--- config.mk ---
export PLATFORM = sky130hd
export DESIGN_NAME = system_led_sequencer
export DESIGN_NICKNAME = d
export VERILOG_FILES = /design/src/rtl/system_led_seq_pkg.sv /design/src/rtl/system_led_seq_tick.sv /design/src/rtl/system_led_sequencer.sv
export SDC_FILE = /design/constraint.sdc
export NUM_CORES = 1
export LEC_CHECK = 0
export BUFFER_PORTS_ARGS = -buffer_cell sky130_fd_sc_hd__buf_4
export CAP_MARGIN = 30
export CELL_PAD_IN_SITES_DETAIL_PLACEMENT = 1
export CELL_PAD_IN_SITES_GLOBAL_PLACEMENT = 2
export CORE_MARGIN = 2
export CORE_UTILIZATION = 37
export CTS_CLUSTER_DIAMETER = 120
export DETAILED_ROUTE_END_ITERATION = 8
export PLACE_DENSITY_LB_ADDON = 0.05
export SLEW_MARGIN = 20
export SYNTH_ARGS = -nofsm -noshare
export SYNTH_HDL_FRONTEND = slang
export SYNTH_SLANG_ARGS = --single-unit
--- constraint.sdc ---
create_clock -name clk -period 3.26 [get_ports clk]
set_clock_uncertainty 0.15 [all_clocks]
set_input_delay 0.163 -clock clk [delete_from_list [all_inputs] [get_ports clk]]
set_output_delay 0.163 -clock clk [all_outputs]
set_load 0.02 [all_outputs]
--- src/rtl/system_led_seq_pkg.sv ---
// Shared definitions for the LED pattern sequencer: register map, PIO offsets,
// step operation codes and sequencer state encoding.
package system_led_seq_pkg;

    localparam logic [3:0] REG_CTRL      = 4'd0;
    localparam logic [3:0] REG_STATUS    = 4'd1;
    localparam logic [3:0] REG_LENGTH    = 4'd2;
    localparam logic [3:0] REG_STEP_BASE = 4'd8;

    localparam logic [2:0] PIO_DATA  = 3'd0;
    localparam logic [2:0] PIO_SET   = 3'd4;
    localparam logic [2:0] PIO_CLEAR = 3'd5;

    typedef enum logic [1:0] {
        OP_WRITE     = 2'b00,
        OP_SET       = 2'b01,
        OP_CLEAR     = 2'b10,
        OP_WRITE_ALT = 2'b11
    } step_op_e;

    typedef enum logic [1:0] {
        ST_IDLE,
        ST_ISSUE,
        ST_DWELL,
        ST_ADVANCE
    } seq_state_e;

    // The reserved op code falls through to a plain data write.
    function automatic logic [2:0] pio_offset(input logic [1:0] op);
        case (op)
            OP_SET:   return PIO_SET;
            OP_CLEAR: return PIO_CLEAR;
            default:  return PIO_DATA;
        endcase
    endfunction

endpackage

--- src/rtl/system_led_seq_tick.sv ---
// Dwell prescaler: emits a one-cycle tick every PRESCALE cycles, counted from
// the last cycle in which restart was high.
module system_led_seq_tick #(
    parameter int PRESCALE = 50000
) (
    input  logic clk,
    input  logic reset_n,
    input  logic restart,
    output logic tick
);

    localparam int CW = (PRESCALE > 1) ? $clog2(PRESCALE) : 1;
    localparam logic [CW-1:0] RELOAD = CW'(PRESCALE - 1);

    logic [CW-1:0] cnt;

    always_ff @(posedge clk or negedge reset_n) begin
        if (!reset_n) begin
            cnt <= RELOAD;
        end else if (restart || cnt == '0) begin
            cnt <= RELOAD;
        end else begin
            cnt <= cnt - 1'b1;
        end
    end

    assign tick = (cnt == '0) && !restart;

endmodule

--- src/rtl/system_led_sequencer.sv ---
// Autonomous LED pattern sequencer: CPU-loaded step table replayed as Avalon-MM
// writes to the LED PIO with a programmable dwell between steps.
//
//   state      | meaning
//   -----------+-----------------------------------------------------------
//   ST_IDLE    | waiting for RUN; master idle
//   ST_ISSUE   | PIO write held on the master port until waitrequest drops
//   ST_DWELL   | counting prescaler ticks for the step's dwell
//   ST_ADVANCE | pick next step, wrap on LOOP, or finish and flag DONE
module system_led_sequencer
    import system_led_seq_pkg::*;
#(
    parameter int LED_WIDTH = 7,
    parameter int DEPTH     = 8,
    parameter int PRESCALE  = 50000
) (
    input  logic        clk,
    input  logic        reset_n,
    input  logic [3:0]  s_address,
    input  logic        s_chipselect,
    input  logic        s_write_n,
    input  logic [31:0] s_writedata,
    output logic [31:0] s_readdata,
    output logic [2:0]  m_address,
    output logic        m_chipselect,
    output logic        m_write_n,
    output logic [31:0] m_writedata,
    input  logic        m_waitrequest
);

    localparam int IDX_W = $clog2(DEPTH);
    localparam logic [31:0] PAT_MASK  = 32'((64'd1 << LED_WIDTH) - 64'd1);
    localparam logic [31:0] STEP_MASK = 32'hFFFF_0300 | PAT_MASK;

    seq_state_e       state;
    logic [31:0]      steps [DEPTH];
    logic             run;
    logic             loop_en;
    logic             done;
    logic [3:0]       length;
    logic [IDX_W-1:0] index;
    logic [15:0]      dwell_cnt;

    logic             slave_wr;
    logic [3:0]       len_eff;
    logic             last_step;
    logic [IDX_W-1:0] next_idx;
    logic [31:0]      next_step;
    logic             tick;
    logic             tick_restart;

    assign slave_wr  = s_chipselect && !s_write_n;
    assign len_eff   = (length > 4'(DEPTH)) ? 4'(DEPTH) : length;
    // Written as ">=" so a LENGTH shrunk mid-run below the current index still ends the pass.
    assign last_step = (4'(index) + 4'd1) >= len_eff;
    assign next_idx  = (state == ST_ADVANCE && !last_step) ? index + 1'b1 : '0;
    assign next_step = steps[next_idx];
    assign tick_restart = (state != ST_DWELL);

    system_led_seq_tick #(
        .PRESCALE (PRESCALE)
    ) u_tick (
        .clk     (clk),
        .reset_n (reset_n),
        .restart (tick_restart),
        .tick    (tick)
    );

    always_ff @(posedge clk or negedge reset_n) begin
        if (!reset_n) begin
            for (int i = 0; i < DEPTH; i++) steps[i] <= '0;
        end else if (slave_wr && s_address >= REG_STEP_BASE) begin
            steps[s_address[IDX_W-1:0]] <= s_writedata & STEP_MASK;
        end
    end

    always_ff @(posedge clk or negedge reset_n) begin
        if (!reset_n) begin
            state        <= ST_IDLE;
            index        <= '0;
            run          <= 1'b0;
            loop_en      <= 1'b0;
            done         <= 1'b0;
            length       <= '0;
            dwell_cnt    <= '0;
            m_chipselect <= 1'b0;
            m_write_n    <= 1'b1;
            m_address    <= '0;
            m_writedata  <= '0;
        end else begin
            case (state)
                ST_IDLE: begin
                    if (run) begin
                        index <= '0;
                        if (len_eff == 4'd0) begin
                            run  <= 1'b0;
                            done <= 1'b1;
                        end else begin
                            state        <= ST_ISSUE;
                            m_chipselect <= 1'b1;
                            m_write_n    <= 1'b0;
                            m_address    <= pio_offset(next_step[9:8]);
                            m_writedata  <= next_step & PAT_MASK;
                            dwell_cnt    <= next_step[31:16];
                        end
                    end
                end
                ST_ISSUE: begin
                    // An accepted transfer is never abandoned; a RUN drop only takes effect after it.
                    if (!m_waitrequest) begin
                        m_chipselect <= 1'b0;
                        m_write_n    <= 1'b1;
                        m_address    <= '0;
                        m_writedata  <= '0;
                        state        <= run ? ST_DWELL : ST_IDLE;
                    end
                end
                ST_DWELL: begin
                    if (!run) begin
                        state <= ST_IDLE;
                    end else if (dwell_cnt == 16'd0) begin
                        state <= ST_ADVANCE;
                    end else if (tick) begin
                        if (dwell_cnt == 16'd1) state <= ST_ADVANCE;
                        else dwell_cnt <= dwell_cnt - 1'b1;
                    end
                end
                ST_ADVANCE: begin
                    if (!run) begin
                        state <= ST_IDLE;
                    end else if (last_step && !loop_en) begin
                        run   <= 1'b0;
                        done  <= 1'b1;
                        state <= ST_IDLE;
                    end else begin
                        index        <= next_idx;
                        state        <= ST_ISSUE;
                        m_chipselect <= 1'b1;
                        m_write_n    <= 1'b0;
                        m_address    <= pio_offset(next_step[9:8]);
                        m_writedata  <= next_step & PAT_MASK;
                        dwell_cnt    <= next_step[31:16];
                    end
                end
                default: state <= ST_IDLE;
            endcase

            // CPU writes land after the FSM so a same-cycle CTRL write wins.
            if (slave_wr) begin
                case (s_address)
                    REG_CTRL: begin
                        run     <= s_writedata[0];
                        loop_en <= s_writedata[1];
                        done    <= 1'b0;
                    end
                    REG_LENGTH: length <= s_writedata[3:0];
                    default: ;
                endcase
            end
        end
    end

    always_comb begin
        s_readdata = '0;
        if (s_address >= REG_STEP_BASE) begin
            s_readdata = steps[s_address[IDX_W-1:0]];
        end else begin
            case (s_address)
                REG_CTRL:   s_readdata[1:0] = {loop_en, run};
                REG_STATUS: begin
                    s_readdata[0]          = (state != ST_IDLE);
                    s_readdata[1]          = done;
                    s_readdata[4 +: IDX_W] = index;
                end
                REG_LENGTH: s_readdata[3:0] = length;
                default:    s_readdata = '0;
            endcase
        end
    end

endmodule
==> impl_metrics.toml <==
[status]
status = "finished clean"

[layout]
area_delta_synth_final_pct = 20.17
nets = 1403
antenna_cells = 0
layout.cells.non_filler = 1881
drive_gt1_frac = 0.3701

[sta]
holdWs_ps = 25.32
setup_viol = 0
tns_ps = 0
layout_setup_ws_ps = 92.58
slew_headroom = 0.4538
worstMarginPinSlew_ps = 819.4
hold_violations = 0
slew_violations = 0
rsz0062_at_grt = "true"
min_period_ps = 3167
fmax_mhz = 315.7
timing.final.crit_share = 0.9716

[worst_setup_path]
path_delay_family = "compound AO/OA/AOI/OAI gates"
crit_start = "index[0]$_DFFE_PN0P_"
reg2regPathDepth = 10
arrival_ps = 3460
crit_fanout = 9
cp_slowest_cell = "a211o_1"
cp_slowest_stage_delay_ps = 450
cp-end-kind = "flip-flop"
crit_top_cell = "buf_4"
ff2ff_setup_slack_ps = 90
path_buf_inv = 3
reg2reg_from = "index[0]$_DFFE_PN0P_"
start_kind = "flip-flop"
crit_chain = "buf_4 -> and3_1 -> ha_1 -> a21oi_2 -> o21ai_0 -> a211o_1 -> inv_1 -> nand2_1 -> buf_4 -> o41ai_1"
critPathRequiredTime_ps = 3550
regToRegEndpoint = "m_writedata[6]$_DFFE_PN0P_"
crit_type = "reg2reg"

[logic_synthesis]
synth-seq-cells = 255
ys.warnings.count = 0
syn_inst = 1198
async_reset_ff_frac = 1.000
synth_cell_types = 71
synth-main-ff-cell = "dfrtp_1"
ys_seq_area_frac = 0.4535
synth_edf_count = 0
syn_area_per_cell_um2 = 11.77
syn_area_um2 = 14100

[clock_tree]
cts_buffers = 31
cts-htree-levels = 1
numClockSinks = 255
clk_latency_ps = 580
clockBufferDepth = 3
clkTransAtPathRegs_ps = 60
cts_setup_buffers = 0
tritoncts = "done"
cts_root_buf = "clkbuf_16"

[power]
vdd_drop_max_uv = 416.2
p_leak_nw = 7.398
p_total_mw = 10.65
p_per_area_nw_per_um2 = 628.8

[placed_design]
io_buffers = 69
gp_congestion = 0.8492
pre_cts_slack_ps = 19.75
dpl.hpwl_um = 33910
placed_cells = 1798

[routing]
drt_first_pass_iters = 5
drtIter0Drc = 599
vias_per_cell = 5.632
wire_per_inst_um = 26.02
route.vias.total = 10590
drc = 0
finalWirelength_um = 48940
ant_nets = 0

[die]
boundaryPins = 110
dieArea_um2 = 39680
die_x_um = 199.2
core.rowCount = 71
core_um2 = 37580
initial_utilization = 0.3752
die_h_um = 199.2

[job]
cap_violations = 0

[grt]
gr-total-overflow = 0
grt.total_usage = 0.2508
grt_pass1_wl_um = 73020
antenna_found_initial = 0
grt_pass1_vias = 11150
grt_max_degree = 77

[min_path]
hold_class = "in2async"
## through the flow
step | util | area (um^2)
detailed placement | 0.4164 | 15650
finish | 0.4509 | 16940
global placement | 0.4164 | 15650
floorplan | - | 14230
global route | 0.4509 | 16940
CTS | 0.4506 | 16930
## how the worst max path moves through the flow
stage	end	cells after the start
after floorplan	m_address[2]$_DFFE_PN0P_	14
after global placement	m_address[2]$_DFFE_PN0P_	11
after detailed placement	m_address[2]$_DFFE_PN0P_	11
after CTS	m_address[2]$_DFFE_PN0P_	11
after global routing	m_address[2]$_DFFE_PN0P_	11
final	m_writedata[6]$_DFFE_PN0P_	10
## cells by family (layout without fill, tap and decap cells)
kind of cell,Yosys count,after routing,synth area share
compound gates,213,213,0.1027
xor+xnor,12,12,0.007988
fa+ha+maj,13,13,0.01154
buf+inv,126,266,0.04437
flops,255,255,0.4535
mux,313,313,0.2859
other cells,1,33,0.0002660
simple gates,265,265,0.09381
## final cells by class
cell class / count / area [um^2]
flip-flops and latches: 255 / 6394
repair buffers: 194 / 1612
clock inverters: 5 / 53.80
well taps: 511 / 639.4
multi-input cells: 849 / 7243
inverters: 18 / 67.56
fillers: 4022 / 20630
clock buffers: 49 / 933.4
## flip-flops by register name, summed over array words and instances, names as in the netlist
register / cells
steps: 200
dwell_cnt: 16
u_tick.cnt: 16
m_writedata: 7
length: 4
index: 3
m_address: 2
state: 2
done: 1
loop_en: 1
m_chipselect: 1
m_write_n: 1
run: 1
## per-layer routing
metal  vias up  routed length, um  global-route usage
met5         -                  0                   0
met4         0               1014             0.05390
met3        56               1824             0.02667
met2       227              24020              0.4281
met1      5580              22080              0.3450
li1       4731                  -                   -
## placed cells by master, fill, tap and decap left out, types with 5 or more instances in the layout
cell,n
nand2b_1,8
a211o_1,5
a21oi_1,38
nor2_1,37
clkbuf_16,31
nand2_1,83
o41ai_1,8
a31oi_1,6
inv_1,18
mux2i_1,46
nand4_1,5
xnor2_1,8
nor4_1,6
dfrtp_1,245
clkbuf_1,9
o22ai_1,21
or3_1,8
o21ai_0,49
o211ai_1,11
dlygate4sd3_1,29
a21o_1,8
buf_4,158
a32o_1,5
conb_1,33
and3_1,20
o221ai_1,5
mux4_2,50
nand3_1,26
mux2_2,217
a211oi_1,5
nor2b_1,25
clkbuf_8,9
buf_12,6
ha_1,13
nor3_1,20
dfstp_2,10
## timing repair
item                                   in CTS  in global routing
setup endpoints to repair                   1                  5
hold buffers                               29                  0
endpoints found under the hold margin     409                  0
gates resized for setup                     1                  4
## synthesized netlist by cell type, types with 10 or more instances
cell,instances,area share
o211ai_1,11,0.0059
nand3_1,26,0.0092
mux2_2,217,0.17
nor2_1,40,0.011
mux2i_1,46,0.033
mux4_2,50,0.080
nand2_1,85,0.023
and3_1,21,0.0093
dfrtp_1,245,0.43
buf_2,11,0.0039
a21oi_1,38,0.013
inv_1,18,0.0048
o21ai_0,49,0.017
buf_1,10,0.0027
clkbuf_1,52,0.014
ha_1,13,0.012
dfstp_2,10,0.019
o22ai_1,21,0.0093
nor3_1,21,0.0075
buf_4,33,0.018
nor2b_1,25,0.011
## power breakdown
group | total [mW] | internal (mW) | switching, mW | leakage, nW
registers | 4.44 | 3.85 | 0.596 | 3.25
logic | 2.82 | 1.39 | 1.43 | 3.66
clock network | 3.39 | 2.02 | 1.38 | 0.488
Power figures use the tool's default switching activity.
